--- src/rtl/stream_rr_arbiter.sv ---
// Packet-level round-robin arbiter that shares one stream sink between NCH sources and tags beats with the channel index.
// Define STREAM_RR_ARB_OUT_REG_EN to insert a registered output slice (one extra cycle of latency, full throughput).
module stream_rr_arbiter #(
    parameter int DW  = 32,
    parameter int NCH = 4,
    localparam int IW = $clog2(NCH)
) (
    input  logic              clk,
    input  logic              rst,
    input  logic [NCH*DW-1:0] in_data,
    input  logic [NCH-1:0]    in_valid,
    input  logic [NCH-1:0]    in_last,
    output logic [NCH-1:0]    in_ready,
    output logic [DW-1:0]     out_data,
    output logic              out_last,
    output logic [IW-1:0]     out_id,
    output logic              out_valid,
    input  logic              out_ready,
    output logic              busy
);

    typedef enum logic {IDLE, LOCK} state_t;

    state_t        state;
    logic [IW-1:0] rr_ptr;
    logic [IW-1:0] grant;
    logic [IW-1:0] next_grant;
    logic [IW-1:0] idx;
    logic          any_req;
    logic          locked;
    logic          sel_valid;
    logic          sel_last;
    logic [DW-1:0] sel_data;
    logic          release_beat;

    assign locked    = (state == LOCK);
    assign sel_valid = in_valid[grant];
    assign sel_last  = in_last[grant];
    assign sel_data  = in_data[int'(grant)*DW +: DW];

    // First requester at or after rr_ptr, searching upward with wrap.
    always_comb begin
        next_grant = rr_ptr;
        any_req    = 1'b0;
        idx        = '0;
        for (int i = 0; i < NCH; i++) begin
            idx = IW'((int'(rr_ptr) + i) % NCH);
            if (!any_req && in_valid[idx]) begin
                next_grant = idx;
                any_req    = 1'b1;
            end
        end
    end

`ifdef STREAM_RR_ARB_OUT_REG_EN
    logic accept;
    logic take;

    assign accept       = ~out_valid | out_ready;
    assign take         = locked & sel_valid & accept;
    assign release_beat = take & sel_last;

    always_comb begin
        in_ready = '0;
        if (locked) begin
            in_ready[grant] = accept;
        end
    end

    // Output slice: refills on the same cycle it drains, so a packet streams without gaps.
    always_ff @(posedge clk or posedge rst) begin
        if (rst) begin
            out_valid <= 1'b0;
            out_data  <= '0;
            out_last  <= 1'b0;
            out_id    <= '0;
        end else if (take) begin
            out_valid <= 1'b1;
            out_data  <= sel_data;
            out_last  <= sel_last;
            out_id    <= grant;
        end else if (out_ready) begin
            out_valid <= 1'b0;
        end
    end
`else
    assign release_beat = locked & sel_valid & out_ready & sel_last;
    assign out_valid    = locked & sel_valid;
    assign out_last     = locked & sel_last;
    assign out_data     = locked ? sel_data : '0;
    assign out_id       = locked ? grant : '0;

    always_comb begin
        in_ready = '0;
        if (locked) begin
            in_ready[grant] = out_ready;
        end
    end
`endif

    // IDLE spends one bubble cycle choosing a channel; LOCK holds it until its last beat is taken.
    always_ff @(posedge clk or posedge rst) begin
        if (rst) begin
            state  <= IDLE;
            rr_ptr <= '0;
            grant  <= '0;
            busy   <= 1'b0;
        end else begin
            case (state)
                IDLE: begin
                    if (any_req) begin
                        grant <= next_grant;
                        state <= LOCK;
                        busy  <= 1'b1;
                    end
                end
                LOCK: begin
                    if (release_beat) begin
                        rr_ptr <= (grant == IW'(NCH - 1)) ? '0 : grant + IW'(1);
                        state  <= IDLE;
                        busy   <= 1'b0;
                    end
                end
                default: begin
                    state <= IDLE;
                    busy  <= 1'b0;
                end
            endcase
        end
    end

endmodule

--- config.mk ---
export PLATFORM = sky130hd
export DESIGN_NAME = stream_rr_arbiter
export DESIGN_NICKNAME = d
export VERILOG_FILES = /design/src/rtl/stream_rr_arbiter.sv
export SDC_FILE = /design/constraint.sdc
export NUM_CORES = 1
export LEC_CHECK = 0
export BUFFER_PORTS_ARGS = -buffer_cell sky130_fd_sc_hd__buf_2
export CORE_UTILIZATION = 31
export DETAILED_ROUTE_END_ITERATION = 6
export PLACE_DENSITY = 0.79
export SETUP_SLACK_MARGIN = 0.05
export SLEW_MARGIN = 20
export SYNTH_ARGS = -nofsm -noshare
export SYNTH_HDL_FRONTEND = slang
export SYNTH_SLANG_ARGS = --single-unit
--- constraint.sdc ---
create_clock -name clk -period 1.5 [get_ports clk]
set_input_delay 0.225 -clock clk [delete_from_list [all_inputs] [get_ports clk]]
set_output_delay 0.225 -clock clk [all_outputs]
set_load 0.05 [all_outputs]
==> run metrics, run 1 <==
Root Driver clkbuf_8; post-synthesis cell type count 28; max incr delay on CP slightly above 0.5 ns; Adder-Cell Fraction of Synth Area roughly 3.3%; CP Max Fanout 5; clk sinks 6; Post-Place Worst Slack -0.2660 ns; setup TNS -16.28 ns; 1st-iter DRT viols 72; mux cell area share after synthesis a little over half; synth top area cells mux4_2 47%, and2_1 14%, dfrtp_1 9.9%; final hold viol count 0; Routed WL per cell around 17 um; top_reg_cell synth dfrtp_1; global-route wire length before repair 8914 um; Syn Nets 271; arrival time of the worst setup path 1.74 ns; antenna fix cells 0; Die Y a little over 70 um; setup ws final -0.4614 ns; number of fill cells ~340; Layout area overhead 114.7%; worst setup path class reg -> out; buffers added on ports roughly 180; Antenna Nets Post-Route 0; Max Clk Rate between 500 and 600 MHz; Hold Path Class in -> reg; EDFF count, synth 0; post-synthesis xor/xnor area fraction 0%; via-per-instance ratio 5.045; WL final slightly below 7000 um; final-stage net count ~470; Synth Register Bits 6; Synth Area in Simple Gates 22.24%; max-cap violations 0; asr flop ratio synth between 90% and 100%; clk_skew 0.003722 ns; DIE WIDTH just over 70 um; cell family with the largest share of critical-path delay multiplexers; Clock transition at path regs about 0.04 ns; layout cell share with drive strength beyond 1 about nine tenths; Syn Area/Cell 11.87 um^2; placed cells 380; remaining global-route overflow 0; Post-Syn Instances approximately 130; crit share post-route 130.8%; yosys warns 0; mapped cell area 1519 um^2; critical path data required time between 1 and 1.5 ns; num rows 25; largest family of logic cells by synthesized area multiplexers; Worst Max-Slew Pin Slew roughly 0.49 ns; Final Max Tran Viols 0; Cell Count, Final, Fillers Out ~400; DRT Pass-1 Iters 4; Placed Area ~2700 um^2; Crit path top cell by count buf_6; H-tree Lvls 1; pwr dens between 2000 and 2500 nW/um^2; core area 4723 um^2; full die area approximately 5200 um^2; RSZ-0062 raised after global routing yes; Initial Util around a third; post-synth top area cell mux4_2; crit end category output pin; Design Power 7.709 mW; normalized max-slew margin 66.33%; crit path launch type flop; Clock Latency Late Sink 0.23 ns; Synth Area in Compound Gates 5.437%; top post-synthesis cells by count 35 x and2_1, 32 x mux4_2, 6 x dfrtp_1; CP cell instances buf_6, clkbuf_16, mux4_2, and2_4, buf_6; post-synthesis sequential area ratio under 10%; num ports between 150 and 200; largest net degree at the start of global routing 23; hpwl dp around 4700 um; Final GP Congestion around 0.8; CTS tree built; most frequent cell after synthesis and2_1; Seq. cell area around 150 um^2; total CTS buffers 3; Peak supply drop roughly 1.2 mV; initial antenna violation count 0; top-area cell type share of the netlist area between 40 and 50%; via count 2003; area of the multi-input gates around 1400 um^2; GRT Overall Usage between 20% and 30%; Worst path slowest cell mux4_2; number of global-route vias before repair about 1900; leakage power total 1.604 nW; status complete, but fails checks; Crit path buffers/inverters 3; # setup viols final 43; Final Instance Area 3261 um^2; violated checks setup timing; DRC viols 0; Tmin final 1.961 ns; CTS max path bufs 2
-- power by group --
part           leakage (nW)  internal [mW]  switching, mW  total (mW)
registers            0.0670          0.241         0.0977       0.339
clock network        0.0228          0.183         0.0748       0.258
logic                  1.51           3.49           3.62        7.11
total                  1.60           3.92           3.79        7.71
-- cells by family after synthesis --
| logic type | Yosys count |
|---|---|
| compound gates | 12 |
| mux | 36 |
| fa+ha+maj | 4 |
| simple gates | 53 |
| flops | 6 |
| buf+inv | 17 |
-- routing by layer --
layer / track usage [%] / routed length (um) / up-vias
met2: 41.09 / 3794 / 101
met4: 7.625 / 155 / 0
li1: - / - / 908
met3: 2.639 / 402 / 20
met1: 26.88 / 2429 / 974
met5: 0 / 0 / -
-- path summary, 6_finish.rpt --
check	start	to	slack (ns)	depth (start not counted)
max	grant[0]	out_data[13]	-0.46	5
min	out_ready	busy	0.44	3
max reg2reg	grant[0]	rr_ptr[0]	-0.26	5
min reg2reg	busy	busy	0.57	2
max in group asynchronous	rst	grant[0]	0.83	3
min in group asynchronous	rst	locked	0.47	3
-- timing repair --
| action | 4_1_cts | 5_1_grt |
|---|---|---|
| pin swaps | 1 | 11 |
| cloned | 1 | 5 |
| endpoints found under the hold margin | 6 | 0 |
| resized for setup | 62 | 66 |
| endpoints found under the setup margin | 44 | 44 |
| buffers inserted | 5 | 3 |
| hold buffers | 1 | 0 |
-- cell type report --
type	count	area share, %
Sequential cell	6	4.720
Timing Repair Buffer	210	48.20
Tap cell	67	2.571
Multi-Input combinational cell	105	42.40
Inverter	5	0.7291
Clock buffer	4	1.381
-- sequential cells by signal, summed over array words and instances, names as in the netlist --
signal	cells
busy	1
locked	1
rr_ptr	2
grant	2
-- cell usage in the layout, fill, tap and decap left out, drive strengths merged, types with 3 or more instances in the layout --
cell and instances:
and3 4, nand2b 4, clkbuf 8, mux4 34
nor2 4, buf 205, and2 35, inv 5
ha 4, dfrtp 6, a21oi 3
-- metrics by stage --
stage               utilization (%)  hold slack [ns]
CTS                           62.78           0.4214
detailed placement            56.90           0.1476
floorplan                         -          0.01596
global route                  69.03           0.4586
global placement              56.90           0.1375
finish                        69.03           0.4355
-- tightest hold or removal path, delay by kind of cell --
kind	cells	cell delay (ns)
AND/OR/NAND/NOR	2	0.25
buffers and inverters	1	0.14
Note: power is estimated with default switching activity, not from simulation.
==> run 2: changes to the inputs <==
--- a/config.mk
+++ b/config.mk
@@ -9,6 +9,7 @@
 export CORE_UTILIZATION = 31
 export DETAILED_ROUTE_END_ITERATION = 6
 export PLACE_DENSITY = 0.79
+export REMOVE_ABC_BUFFERS = 1
 export SETUP_SLACK_MARGIN = 0.05
 export SLEW_MARGIN = 20
 export SYNTH_ARGS = -nofsm -noshare
==> constraint.sdc (replaced) <==
create_clock -name clk -period 1.6 [get_ports clk]
set_input_delay 0.24 -clock clk [delete_from_list [all_inputs] [get_ports clk]]
set_output_delay 0.24 -clock clk [all_outputs]
set_load 0.05 [all_outputs]
==> run 2 against run 1 <==
  * The flow still finishes with violations (setup timing)
  * Final cell count is 0.50% lower
  * Critical path depth stayed put
  * Clock power is 6% lower
  * Die area stayed put
  * Via count is 0.80% lower
  * Hold slack worse by 0.0046 ns
==> run metrics, run 2 (synthesis gave the netlist of run 1 again) <==
status complete, but fails checks; violated checks setup timing; met3 Use GR between 5 and 6%; RSZ-0062 raised after global routing yes; Int Pwr between 3 and 4 mW; Max Clk Rate just over 500 MHz; via count just under 2000; cell family with the largest share of critical-path delay multiplexers; Routed WL per cell approximately 17 um; number of global-route vias before repair ~2100; Initial Util roughly a third; Final GP Congestion approximately 0.84; layout cell share with drive strength beyond 1 about nine tenths; full die area ~5200 um^2; Cell Count, Final, Fillers Out 395; crit share post-route 124.1%; num ports 180; Clock transition at path regs approximately 0.040 ns; leakage power total ~1.6 nW; final-stage net count 472; Crit path buffers/inverters 3; Hold Path Class in -> reg; max-cap violations 0; busiest grt layer met2; normalized max-slew margin between 70 and 80%; routing usage on met1 27.20%; most frequent cells in the layout 139 x buf_2, 34 x mux4_2, 34 x buf_6; H-tree Lvls 1; Sw Pwr about 3.6 mW; via-per-instance ratio ~5.0; buffers added on ports about 180; final hold viol count 0; Root Driver clkbuf_8; worst setup path class reg -> out; register share of total power 4.4%; arrival time of the worst setup path around 1.8 ns; Placed Area 2564 um^2; top flop regs grant: 2 flops, rr_ptr: 2 flops; core area between 4000 and 5000 um^2; Final Max Tran Viols 0; # setup viols final 42; Core Util, Final 69.56%; remaining global-route overflow 0; initial antenna violation count 0; Sw Ratio 49.42%; Final Instance Area around 3300 um^2; clk_skew between 0.0001 and 0.00015 ns; total CTS buffers 3; largest net degree at the start of global routing 22; pwr dens 2226 nW/um^2; Comb power frac between 90% and 100%; GRT Overall Usage about a quarter; Clock Latency Late Sink ~0.22 ns; num rows 25; Peak supply drop about 1.4 mV; most common cell after layout, fill and taps aside buf_2; routing usage on met2 about half; Layout area overhead 116.3%; Worst path slowest cell mux4_2; Antenna Nets Post-Route 0; CP Max Fanout 6; CP cell instances buf_4, buf_12, mux4_2, and2_4, buf_6; crit end category output pin; Design Power between 7 and 8 mW; setup TNS -12.64 ns; global-route wire length before repair 10210 um; DIE WIDTH between 70 and 80 um; max incr delay on CP between 0.5 and 0.6 ns; setup ws final -0.3852 ns; crit path launch type flop; Post-Place Worst Slack -0.2121 ns; 1st-iter DRT viols 38; CTS tree built; clk sinks 6; placed cells about 370; Clk pwr share about 3.3%; CTS max path bufs 2; WL final ~7000 um; Worst Max-Slew Pin Slew around 0.44 ns; Tmin final 1.985 ns; DRC viols 0; Die Y ~70 um; critical path data required time approximately 1.4 ns; final hold slack roughly 0.43 ns; hpwl dp about 4900 um; DRT Pass-1 Iters 4; antenna fix cells 0
==> run 2: power groups by stage <==
stage	Clock (mW)	Sequential, mW	Combinational [mW]
2_1_floorplan	0	0.603	3.24
3_3_place_gp	0	0.302	4.70
3_5_place_dp	0	0.308	4.77
4_1_cts	0.245	0.310	6.44
5_1_grt	0.256	0.336	7.03
6_report	0.242	0.321	6.75
==> run 2: area by class of cell <==
| class | instances | area [um^2] |
|---|---|---|
| well taps | 67 | 83.83 |
| clock buffers | 4 | 45.04 |
| multi-input cells | 105 | 1393 |
| flip-flops and latches | 6 | 152.6 |
| inverters | 5 | 27.53 |
| repair buffers | 208 | 1584 |
| fillers | 362 | 1438 |
==> run 2: worst paths after layout <==
path / cells past startpoint / from / to / slack [ns]
worst max-delay path: 5 / grant[0] / out_valid / -0.39
worst max register to register: 6 / grant[0] / rr_ptr[0] / -0.29
max in group asynchronous: 3 / rst / grant[0] / 0.91
worst min-delay path: 3 / out_ready / busy / 0.43
worst min register to register: 2 / busy / busy / 0.59
min in group asynchronous: 3 / rst / busy / 0.48
==> run 2: timing repair <==
action / 4_1_cts / 5_1_grt
gates resized for setup: 129 / 17
buffers inserted: 9 / 4
gates cloned: 4 / 2
endpoints found under the hold margin: 6 / 0
setup endpoints to repair: 42 / 44
pin swaps: 5 / 5
hold buffers: 1 / 0
==> run 2: per-layer routing <==
layer | routed length, um | up-vias
met5 | 0 | -
met1 | 2413 | 946
li1 | - | 898
met3 | 481 | 22
met2 | 3782 | 121
met4 | 216 | 0
==> run 2: worst min-delay path, delay by kind of cell <==
kind / cells / cell delay [ns]
buf+inv: 1 / 0.14
simple gates: 2 / 0.23
